[src/rtl/xillybus_mem_pkg.sv]
`default_nettype none
// ============================================================================
// Module      : xillybus_mem_pkg
// Description : Shared constants and helpers for the Xillybus seekable
//               memory bridge. Holds the end-of-memory mode encodings and
//               the depth helper used to size the RAM and pointers.
// Ports       : none (package)
// Revision    : 1.0 - initial release
// ============================================================================
package xillybus_mem_pkg;

  // End-of-memory behaviour selected by the bridge's WRAP parameter.
  localparam int MEM_MODE_STOP = 0;  // pointers stop at DEPTH, flags raise
  localparam int MEM_MODE_WRAP = 1;  // pointers roll over DEPTH-1 -> 0

  // Number of RAM words addressed by an addr_w-bit address.
  function automatic int unsigned mem_depth(input int unsigned addr_w);
    return 32'd1 << addr_w;
  endfunction

endpackage
`default_nettype wire

[src/rtl/xillybus_mem_dpram.sv]
`default_nettype none
// ============================================================================
// Module      : xillybus_mem_dpram
// Description : Synchronous read-first RAM. Port A carries the stream write
//               and stream read; port B is a free-running read used by peer
//               hardware. Reads return the contents from before any write on
//               the same edge. Storage is never reset so it maps onto block
//               or distributed RAM; only the read-data registers reset.
// Ports       : clk, rst_n          - clock, async active-low reset
//               wr_en/wr_addr/wr_data - port A write
//               rd_en/rd_addr/rd_data - port A read, 1-cycle latency, holds
//               b_addr/b_data         - port B read, 1-cycle latency, always
// Revision    : 1.0 - initial release
// ============================================================================
module xillybus_mem_dpram
  import xillybus_mem_pkg::*;
#(
  parameter int DATA_W = 8,
  parameter int ADDR_W = 5
) (
  input  logic              clk,
  input  logic              rst_n,
  input  logic              wr_en,
  input  logic [ADDR_W-1:0] wr_addr,
  input  logic [DATA_W-1:0] wr_data,
  input  logic              rd_en,
  input  logic [ADDR_W-1:0] rd_addr,
  output logic [DATA_W-1:0] rd_data,
  input  logic [ADDR_W-1:0] b_addr,
  output logic [DATA_W-1:0] b_data
);

  localparam int unsigned c_depth = mem_depth(ADDR_W);

  logic [DATA_W-1:0] r_mem [0:c_depth-1];

  // Storage: no reset, so contents survive a bridge reset.
  always_ff @(posedge clk) begin
    if (wr_en) begin
      r_mem[wr_addr] <= wr_data;
    end
  end

  // Output registers. Non-blocking reads of r_mem see the pre-write
  // contents, which gives read-first behaviour on both ports.
  always_ff @(posedge clk or negedge rst_n) begin
    if (!rst_n) begin
      rd_data <= '0;
      b_data  <= '0;
    end else begin
      if (rd_en) begin
        rd_data <= r_mem[rd_addr];
      end
      b_data <= r_mem[b_addr];
    end
  end

endmodule
`default_nettype wire

[src/rtl/xillybus_mem_bridge.sv]
`default_nettype none
// ============================================================================
// Module      : xillybus_mem_bridge
// Description : Terminates a Xillybus seekable address/data pipe pair into an
//               on-chip RAM, with a registered side read port for peer logic.
//               Write and read pointers are ADDR_W+1 bits; in wrap mode they
//               roll over and the top bit stays 0, in stop mode they park at
//               DEPTH and raise full / empty / eof.
// Ports       : bus_clk, bus_rst_n          - clock, async active-low reset
//               user_w_mem_wren/data/full/open - stream write side
//               user_r_mem_rden/data/empty/eof/open - stream read side
//               user_mem_addr, user_mem_addr_update - seek
//               hw_rd_addr, hw_rd_data       - side read port, 1-cycle latency
//               mem_wr_strobe                - pulse one cycle after a write
// Revision    : 1.0 - initial release
// ============================================================================
module xillybus_mem_bridge
  import xillybus_mem_pkg::*;
#(
  parameter int DATA_W = 8,
  parameter int ADDR_W = 5,
  parameter int WRAP   = 1
) (
  input  logic              bus_clk,
  input  logic              bus_rst_n,
  input  logic              user_w_mem_wren,
  input  logic [DATA_W-1:0] user_w_mem_data,
  output logic              user_w_mem_full,
  input  logic              user_w_mem_open,
  input  logic              user_r_mem_rden,
  output logic [DATA_W-1:0] user_r_mem_data,
  output logic              user_r_mem_empty,
  output logic              user_r_mem_eof,
  input  logic              user_r_mem_open,
  input  logic [ADDR_W-1:0] user_mem_addr,
  input  logic              user_mem_addr_update,
  input  logic [ADDR_W-1:0] hw_rd_addr,
  output logic [DATA_W-1:0] hw_rd_data,
  output logic              mem_wr_strobe
);

  localparam int unsigned     c_depth    = mem_depth(ADDR_W);
  localparam logic [ADDR_W:0] c_ptr_end  = (ADDR_W+1)'(c_depth);
  localparam logic [ADDR_W:0] c_one_p    = (ADDR_W+1)'(1);
  localparam logic [ADDR_W-1:0] c_one_a  = ADDR_W'(1);
  localparam logic            c_stop     = (WRAP == MEM_MODE_STOP);

  logic [ADDR_W:0] r_wr_ptr;
  logic [ADDR_W:0] r_rd_ptr;
  logic            r_rd_open;
  logic            r_wr_strobe;

  logic [ADDR_W:0] w_wr_ptr_inc;
  logic [ADDR_W:0] w_rd_ptr_inc;
  logic [ADDR_W:0] w_seek_ptr;
  logic            w_full;
  logic            w_empty;
  logic            w_wr_accept;
  logic            w_rd_accept;

  // The write-open flag carries no meaning for pointer handling: a re-open
  // simply continues from wherever the pointers were left.
  logic            w_unused_w_open;
  assign w_unused_w_open = user_w_mem_open;

  // Flags decode straight from the pointer registers; in wrap mode the
  // pointer never reaches DEPTH, and the mode gate keeps them constant 0.
  assign w_full  = c_stop && (r_wr_ptr == c_ptr_end);
  assign w_empty = c_stop && (r_rd_ptr == c_ptr_end);

  assign w_wr_accept = user_w_mem_wren && !w_full;
  assign w_rd_accept = user_r_mem_rden && !w_empty;
  assign w_seek_ptr  = {1'b0, user_mem_addr};

  generate
    if (WRAP == MEM_MODE_WRAP) begin : g_wrap
      // Modulo-DEPTH increment: the low bits roll over, top bit pinned to 0.
      assign w_wr_ptr_inc = {1'b0, r_wr_ptr[ADDR_W-1:0] + c_one_a};
      assign w_rd_ptr_inc = {1'b0, r_rd_ptr[ADDR_W-1:0] + c_one_a};
    end else begin : g_stop
      // Plain increment; accept is blocked at DEPTH so this saturates there.
      assign w_wr_ptr_inc = r_wr_ptr + c_one_p;
      assign w_rd_ptr_inc = r_rd_ptr + c_one_p;
    end
  endgenerate

  // Pointer registers. A seek overrides any increment on the same edge; the
  // accompanying write/read still uses the old pointer as its RAM address.
  always_ff @(posedge bus_clk or negedge bus_rst_n) begin
    if (!bus_rst_n) begin
      r_wr_ptr    <= '0;
      r_rd_ptr    <= '0;
      r_wr_strobe <= 1'b0;
      r_rd_open   <= 1'b0;
    end else begin
      r_wr_strobe <= w_wr_accept;
      // Registered so eof never depends combinationally on an input.
      r_rd_open   <= user_r_mem_open;

      if (user_mem_addr_update) begin
        r_wr_ptr <= w_seek_ptr;
      end else if (w_wr_accept) begin
        r_wr_ptr <= w_wr_ptr_inc;
      end

      if (user_mem_addr_update) begin
        r_rd_ptr <= w_seek_ptr;
      end else if (w_rd_accept) begin
        r_rd_ptr <= w_rd_ptr_inc;
      end
    end
  end

  xillybus_mem_dpram #(
    .DATA_W (DATA_W),
    .ADDR_W (ADDR_W)
  ) u_ram (
    .clk     (bus_clk),
    .rst_n   (bus_rst_n),
    .wr_en   (w_wr_accept),
    .wr_addr (r_wr_ptr[ADDR_W-1:0]),
    .wr_data (user_w_mem_data),
    .rd_en   (w_rd_accept),
    .rd_addr (r_rd_ptr[ADDR_W-1:0]),
    .rd_data (user_r_mem_data),
    .b_addr  (hw_rd_addr),
    .b_data  (hw_rd_data)
  );

  assign user_w_mem_full  = w_full;
  assign user_r_mem_empty = w_empty;
  assign user_r_mem_eof   = w_empty && r_rd_open;
  assign mem_wr_strobe    = r_wr_strobe;

endmodule
`default_nettype wire

[config.mk]
export PLATFORM = sky130hd
export DESIGN_NAME = xillybus_mem_bridge
export DESIGN_NICKNAME = d
export VERILOG_FILES = /design/src/rtl/xillybus_mem_pkg.sv /design/src/rtl/xillybus_mem_dpram.sv /design/src/rtl/xillybus_mem_bridge.sv
export SDC_FILE = /design/constraint.sdc
export NUM_CORES = 1
export LEC_CHECK = 0
export CAP_MARGIN = 0
export CORE_ASPECT_RATIO = 2
export CORE_UTILIZATION = 57
export CTS_CLUSTER_SIZE = 40
export DETAILED_ROUTE_END_ITERATION = 8
export PLACE_DENSITY = 0.74
export SYNTH_ARGS = -nofsm -noshare
export SYNTH_HDL_FRONTEND = slang
export SYNTH_SLANG_ARGS = --single-unit
[constraint.sdc]
create_clock -name bus_clk -period 2.5 [get_ports bus_clk]
set_input_delay 0.5 -clock bus_clk [delete_from_list [all_inputs] [get_ports bus_clk]]
set_output_delay 0.5 -clock bus_clk [all_outputs]
set_load 0.05 [all_outputs]
==> qor.yml, run 1 <==
outcome: "finished clean"
grt_pass1_wl_um: 49670
fmax_ghz: 0.4335
syn-cell-area_mm2: 0.01297
via_per_inst: 6.913
syn_avg_cell_area_um2: 20.09
p_leak_uw: 0.004918
irDropWorstVdd_uv: 559.5
drive_gt1_share_pct: 37.73
post_cts_buffers: 0
routed_wl_um: 33890
syn_to_final_growth_pct: 15.73
antenna_found_initial: 1
overflow: 0
synth-edff-count: 256
fillers: 1416
nNetsFinal: 763
cts.htree.levels: 1
ys_warn_count: 0
hold_violations: 0
endpoint_kind: "primary output"
synth-async-reset-ratio_pct: 9.541
clk_latency_ps: 540
clock-sinks: 283
critPathSlowestCell: "clkdlybuf4s50_1"
synthTopCellsByArea: "edfxtp_1 (59%), mux4_2 (25%), dfrtp_1 (5.2%), mux2_2 (2.2%), nor2_1 (1.5%)"
period_share_pct: 92.27
yosysTopAreaCell: "edfxtp_1"
cp_top_family: "buffers and inverters"
fin_crit_ps: 2307
num_vias: 7093
slowest_delay_ps: 840
drcViolationCount: 0
cts_buffers: 24
ios: 45
synth.yosys.seq_area_share_pct: 64.46
synth_cells: 646
start_kind: "register"
grt_max_degree: 38
fin_util_pct: 67.47
rsz0062_at_grt: "no"
seq_area_mm2: 0.008369
drv_slew: 0
min_path_type: "input port to async pin"
fp-row-count: 77
gp_congestion: 0.9273
wl_per_cell_um: 33.03
setup_viol: 0
dieHeight_um: 215.4
critPathKind: "register to primary output"
n_antenna_cell: 0
cts.path.max_buffers: 3
initial_core_util_pct: 58.30
coreArea_mm2: 0.02226
clk_pin_slew_worst_paths_ps: 70
grt_pass1_vias: 7465
crit_arrival_ps: 1810
ys_types: 37
yosys.area.top_type_share_pct: 59.25
ys.flop_type: "edfxtp_1"
cts_tree: "yes"
root_buffer: "clkbuf_16"
critPathBufInv: 1
synth-seq-cells: 283
multi_input_area_mm2: 0.004362
tightest_slew_ps: 537.4
path_cells: "clkdlybuf4s50_1"
slew_headroom_pct: 64.18
fp.dieArea_mm2: 0.02341
maxCapViolCount: 0
drt-pass1-iter-count: 5
path_max_fanout: 2
grt_usage_pct: 31.10
hpwlAfterDp_um: 24140
die_w_um: 108.7
crit_required_ps: 2000
ctsHoldBuffers: 0
drt-initial-drc-count: 618
fin_skew_ps: 12.16
fin_setup_tns_ps: 0
cts.repair.resized: 0
port_buffers: 39
cellPowerDensity_mw_per_mm2: 756.8
detail-route-antenna-nets: 0
==> cells by family after synthesis <==
logic type | after synthesis | share of synthesized area (%)
AOI/OAI and AO/OA | 34 | 2.093
xor gates and xnor gates | 7 | 0.4725
adders and majority gates | 5 | 0.4822
buffers and inverters | 53 | 1.987
DFF | 283 | 64.46
muxes | 171 | 27.22
other | 1 | 0.02890
and+or+nand+nor | 92 | 3.260
==> power by group <==
group	switching [uW]	internal, uW	total [uW]	leakage, uW
Combinational	949	778	1730	0.00188
Clock	1700	2450	4150	0.000424
Sequential	182	5310	5490	0.00261
==> stage by stage <==
step	cells	hold WS [ps]	instance area [um^2]	power, uW	setup WS (ps)
6_report	1026	352.1	15020	11360	193.2
5_1_grt	1026	388.7	15020	11650	155.2
4_1_cts	1026	353.9	15020	11400	208.6
3_5_place_dp	983	666.1	14140	7310	56.18
3_3_place_gp	983	647.5	14140	7258	79.13
2_1_floorplan	648	204.4	12980	6608	192.0
==> cells in the final DEF (no fill, tap or decap), types with 6 or more instances in the layout <==
cell             count
bufinv_16            6
mux4_2             143
a22oi_1              7
clkbuf_16           25
nand2_1             15
buf_4               61
o22a_1               7
a31oi_1              7
clkdlybuf4s50_1     37
mux2_2              25
edfxtp_1           256
nor2_1              52
nor2b_1              8
o221ai_1             7
buf_12              11
dfrtp_1             24
==> Yosys cell counts, drive strengths merged (3+ instances only) <==
| cell type | instances |
|---|---|
| a22oi | 7 |
| nand3b | 4 |
| ha | 5 |
| nor2b | 8 |
| a31oi | 7 |
| mux2i | 3 |
| buf | 30 |
| clkbuf | 21 |
| nor2 | 52 |
| o221ai | 7 |
| mux4 | 143 |
| nand4 | 3 |
| mux2 | 25 |
| edfxtp | 256 |
| dfrtp | 27 |
| o22a | 7 |
| xnor2 | 5 |
| nand2 | 15 |
==> layer usage <==
layer  vias to the layer above  GRT usage, %  routed length, um  share of wire [%]
li1                       2906             -                  -                  -
met2                       373         53.50              18500                 55
met5                         -             0                  0                  0
met1                      3744         37.42              10900                 32
met3                        70         3.987               2411                7.1
met4                         0         17.30               2073                6.1
==> final timing paths <==
| path | from | to | slack (ps) | depth (start not counted) |
|---|---|---|---|---|
| max | u_ram.rd_data[6] | user_r_mem_data[6] | 190 | 1 |
| min | bus_rst_n | u_ram.b_data[7] | 350 | 2 |
| max reg2reg | r_rd_ptr[0] | u_ram.rd_data[7] | 250 | 5 |
| min reg2reg | r_wr_ptr[0] | r_wr_ptr[0] | 680 | 3 |
| max in group asynchronous | bus_rst_n | r_rd_ptr[0] | 1810 | 2 |
| min in group bus_clk | user_mem_addr[2] | r_rd_ptr[2] | 600 | 3 |
==> registers in the layout, indices dropped and copies added (netlist names) <==
| signal | count |
|---|---|
| mem_wr_strobe | 1 |
| r_rd_ptr | 5 |
| r_wr_ptr | 5 |
| u_ram.b_data | 8 |
| u_ram.r_mem | 256 |
| u_ram.rd_data | 8 |
==> area by class of cell <==
| type | count | share of cell area, % |
|---|---|---|
| clock inverters | 18 | 1.683 |
| multi-input cells | 312 | 29.05 |
| inverters | 2 | 0.05000 |
| well taps | 276 | 2.300 |
| clock buffers | 25 | 4.166 |
| repair buffers | 110 | 7.016 |
| flip-flops and latches | 283 | 55.74 |
(Power assumes the default switching activity.)
==> run 2, diff against run 1 <==
Settings changed: CORE_ASPECT_RATIO 2 to unset, CORE_MARGIN set to 2, CTS_BUF_LIST set to sky130_fd_sc_hd__clkbuf_16.
==> run 2 against run 1 <==
Sequential cell count is the same. Sequential share of layout area shrank 1.2 points. First-iteration DRC count grew 48%. Cell count grew 3.0%. Count of clock-buffer cells in the layout grew 4. Core utilization grew 0.74 points. Maximum frequency is essentially flat. Critical path type unchanged. Largest power group unchanged. Highest routed layer unchanged.
==> qor.yml, run 2 (synthesized netlist as in run 1, its figures left out) <==
period_share_pct: 92.36  # about the same
critPathSlowestCell: "clkdlybuf4s50_1"
outcome: "finished clean"
grt_pass1_vias: 7742  # +3.7%
hpwlAfterDp_um: 23110  # -4.3%
gp_congestion: 0.8682  # -6.4%
clk_latency_ps: 540  # about the same
cts.htree.levels: 1  # unchanged
cts_tree: "yes"
place_ws_ps: 53.00  # -3.179 ps
drt-initial-drc-count: 913  # +48%
cts_buffers: 29  # +21%
routed_wl_um: 33740  # -0.45%
tightest_slew_ps: 756.5  # +219.2 ps
min_path_type: "input port to async pin"
maxCapViolCount: 0  # unchanged
cts.path.max_buffers: 3  # unchanged
die_w_um: 154.9  # +42%
endpoint_kind: "primary output"
overflow: 0  # unchanged
fmax_ghz: 0.4331  # about the same
slowest_delay_ps: 840  # about the same
clock-sinks: 283  # unchanged
fp-row-count: 55  # -29%
clk_pin_slew_worst_paths_ps: 60  # about the same
via_per_inst: 7.017  # +1.5%
detail-route-antenna-nets: 0  # unchanged
fp.dieArea_mm2: 0.02399  # +2.5%
port_buffers: 39  # unchanged
coreArea_mm2: 0.02250  # +1.1%
ctsHoldBuffers: 0  # unchanged
path_max_fanout: 3  # +1
final_common_cell: "edfxtp_1"
crit_arrival_ps: 1810  # about the same
dieHeight_um: 154.9  # -28%
drt-pass1-iter-count: 5  # unchanged
largest_register_ff_count: 256  # unchanged
largestRegisters: "u_ram.r_mem (256), u_ram.b_data (8), u_ram.rd_data (8)"
fin_skew_ps: 7.922  # -4.235 ps
fillers: 1387  # -2.0%
multi_input_area_mm2: 0.004362  # unchanged
wl_per_cell_um: 31.92  # -3.4%
regMostFlops: "u_ram.r_mem"
irDropWorstVdd_uv: 568.2  # +1.6%
grt_pass1_wl_um: 50200  # +1.1%
start_kind: "register"
seq_area_mm2: 0.008369  # unchanged
num_vias: 7417  # +4.6%
p_leak_uw: 0.005091  # +3.5%
mostFrequentLayoutCells: "edfxtp_1 (256), mux4_2 (143), buf_4 (74), nor2_1 (52), clkdlybuf4s50_1 (37)"
n_antenna_cell: 0  # unchanged
grt_usage_pct: 29.26  # -1.8 points
critPathKind: "register to primary output"
drive_gt1_share_pct: 40.16  # +2.4 points
rsz0062_at_grt: "no"
cts.repair.resized: 0  # unchanged
nNetsFinal: 780  # +2.2%
initial_core_util_pct: 57.66  # -0.64 points
fin_crit_ps: 2309  # +2.066 ps
layout_setup_ws_ps: 191.1  # -2.066 ps
antenna_found_initial: 0  # -1
post_cts_buffers: 0  # unchanged
stdcell_area_mm2: 0.01535  # +2.2%
path_cells: "clkdlybuf4s50_1"
root_buffer: "clkbuf_16"
cp_top_family: "buffers and inverters"
ios: 45  # unchanged
crit_required_ps: 2000  # about the same
postPlaceCellArea_mm2: 0.01423  # +0.63%
syn_to_final_growth_pct: 18.30
cellPowerDensity_mw_per_mm2: 794.5  # +5.0%
setup_viol: 0  # unchanged
drv_slew: 0  # unchanged
grt_max_degree: 37  # -2.6%
critPathBufInv: 1  # unchanged
fin_setup_tns_ps: 0  # unchanged
hold_violations: 0  # unchanged
drcViolationCount: 0  # unchanged
slew_headroom_pct: 49.41  # -15 points
run 2: changes by cell type in the layout (fill, tap and decap cells not counted):
cell,previous run,this run
clkinvlp_4,2,5
clkinv_1,5,0
buf_4,61,74
clkinv_4,1,2
inv_6,1,2
inv_8,1,0
clkbuf_16,25,29
bufinv_16,6,10
buf_12,11,10
clkinv_2,2,5
run 2: per-layer routing:
| layer | vias to the layer above | GRT usage [%] | share of wire, % |
|---|---|---|---|
| met2 | 519 | 48.85 | 50 |
| met1 | 3843 | 39.03 | 35 |
| met4 | 0 | 10.14 | 4.0 |
| met5 | - | 0 | 0 |
| li1 | 2951 | - | - |
| met3 | 104 | 6.212 | 11 |
run 2: where the power goes:
group,switching [uW],total (uW),internal (uW)
logic,926,1710,781
clock network,1850,5010,3170
registers,162,5470,5310
total,2940,12200,9260
run 2: layout make-up:
type | instances | share of cell area (%)
clock buffer | 29 | 4.728
clock inverter | 24 | 2.592
inverter | 2 | 0.04891
multi-input combinational | 312 | 28.42
sequential | 283 | 54.52
tap | 285 | 2.323
timing repair buffer | 122 | 7.369
run 2: worst paths after layout:
kind                                      end              from  cells past startpoint  slack, ps
setup / recovery           user_r_mem_data[0]  u_ram.rd_data[0]                      1        190
hold / removal                    r_wr_ptr[0]         bus_rst_n                      1        320
setup reg to reg             u_ram.rd_data[2]       r_rd_ptr[0]                      4        240
hold reg to reg              u_ram.rd_data[5]  u_ram.rd_data[5]                      2        660
max in group asynchronous    u_ram.rd_data[7]         bus_rst_n                      2       1630
min in group bus_clk              r_rd_ptr[1]  user_mem_addr[1]                      3        590
run 2: through the flow:
stage / total power, uW / instances / utilization, % / hold slack [ps]
floorplan: 6608 / 648 / - / 204.4
global placement: 7214 / 1004 / 63.22 / 642.8
detailed placement: 7259 / 1004 / 63.22 / 635.6
CTS: 12230 / 1057 / 68.21 / 337.1
global route: 12520 / 1057 / 68.21 / 355.4
finish: 12190 / 1057 / 68.21 / 324.6
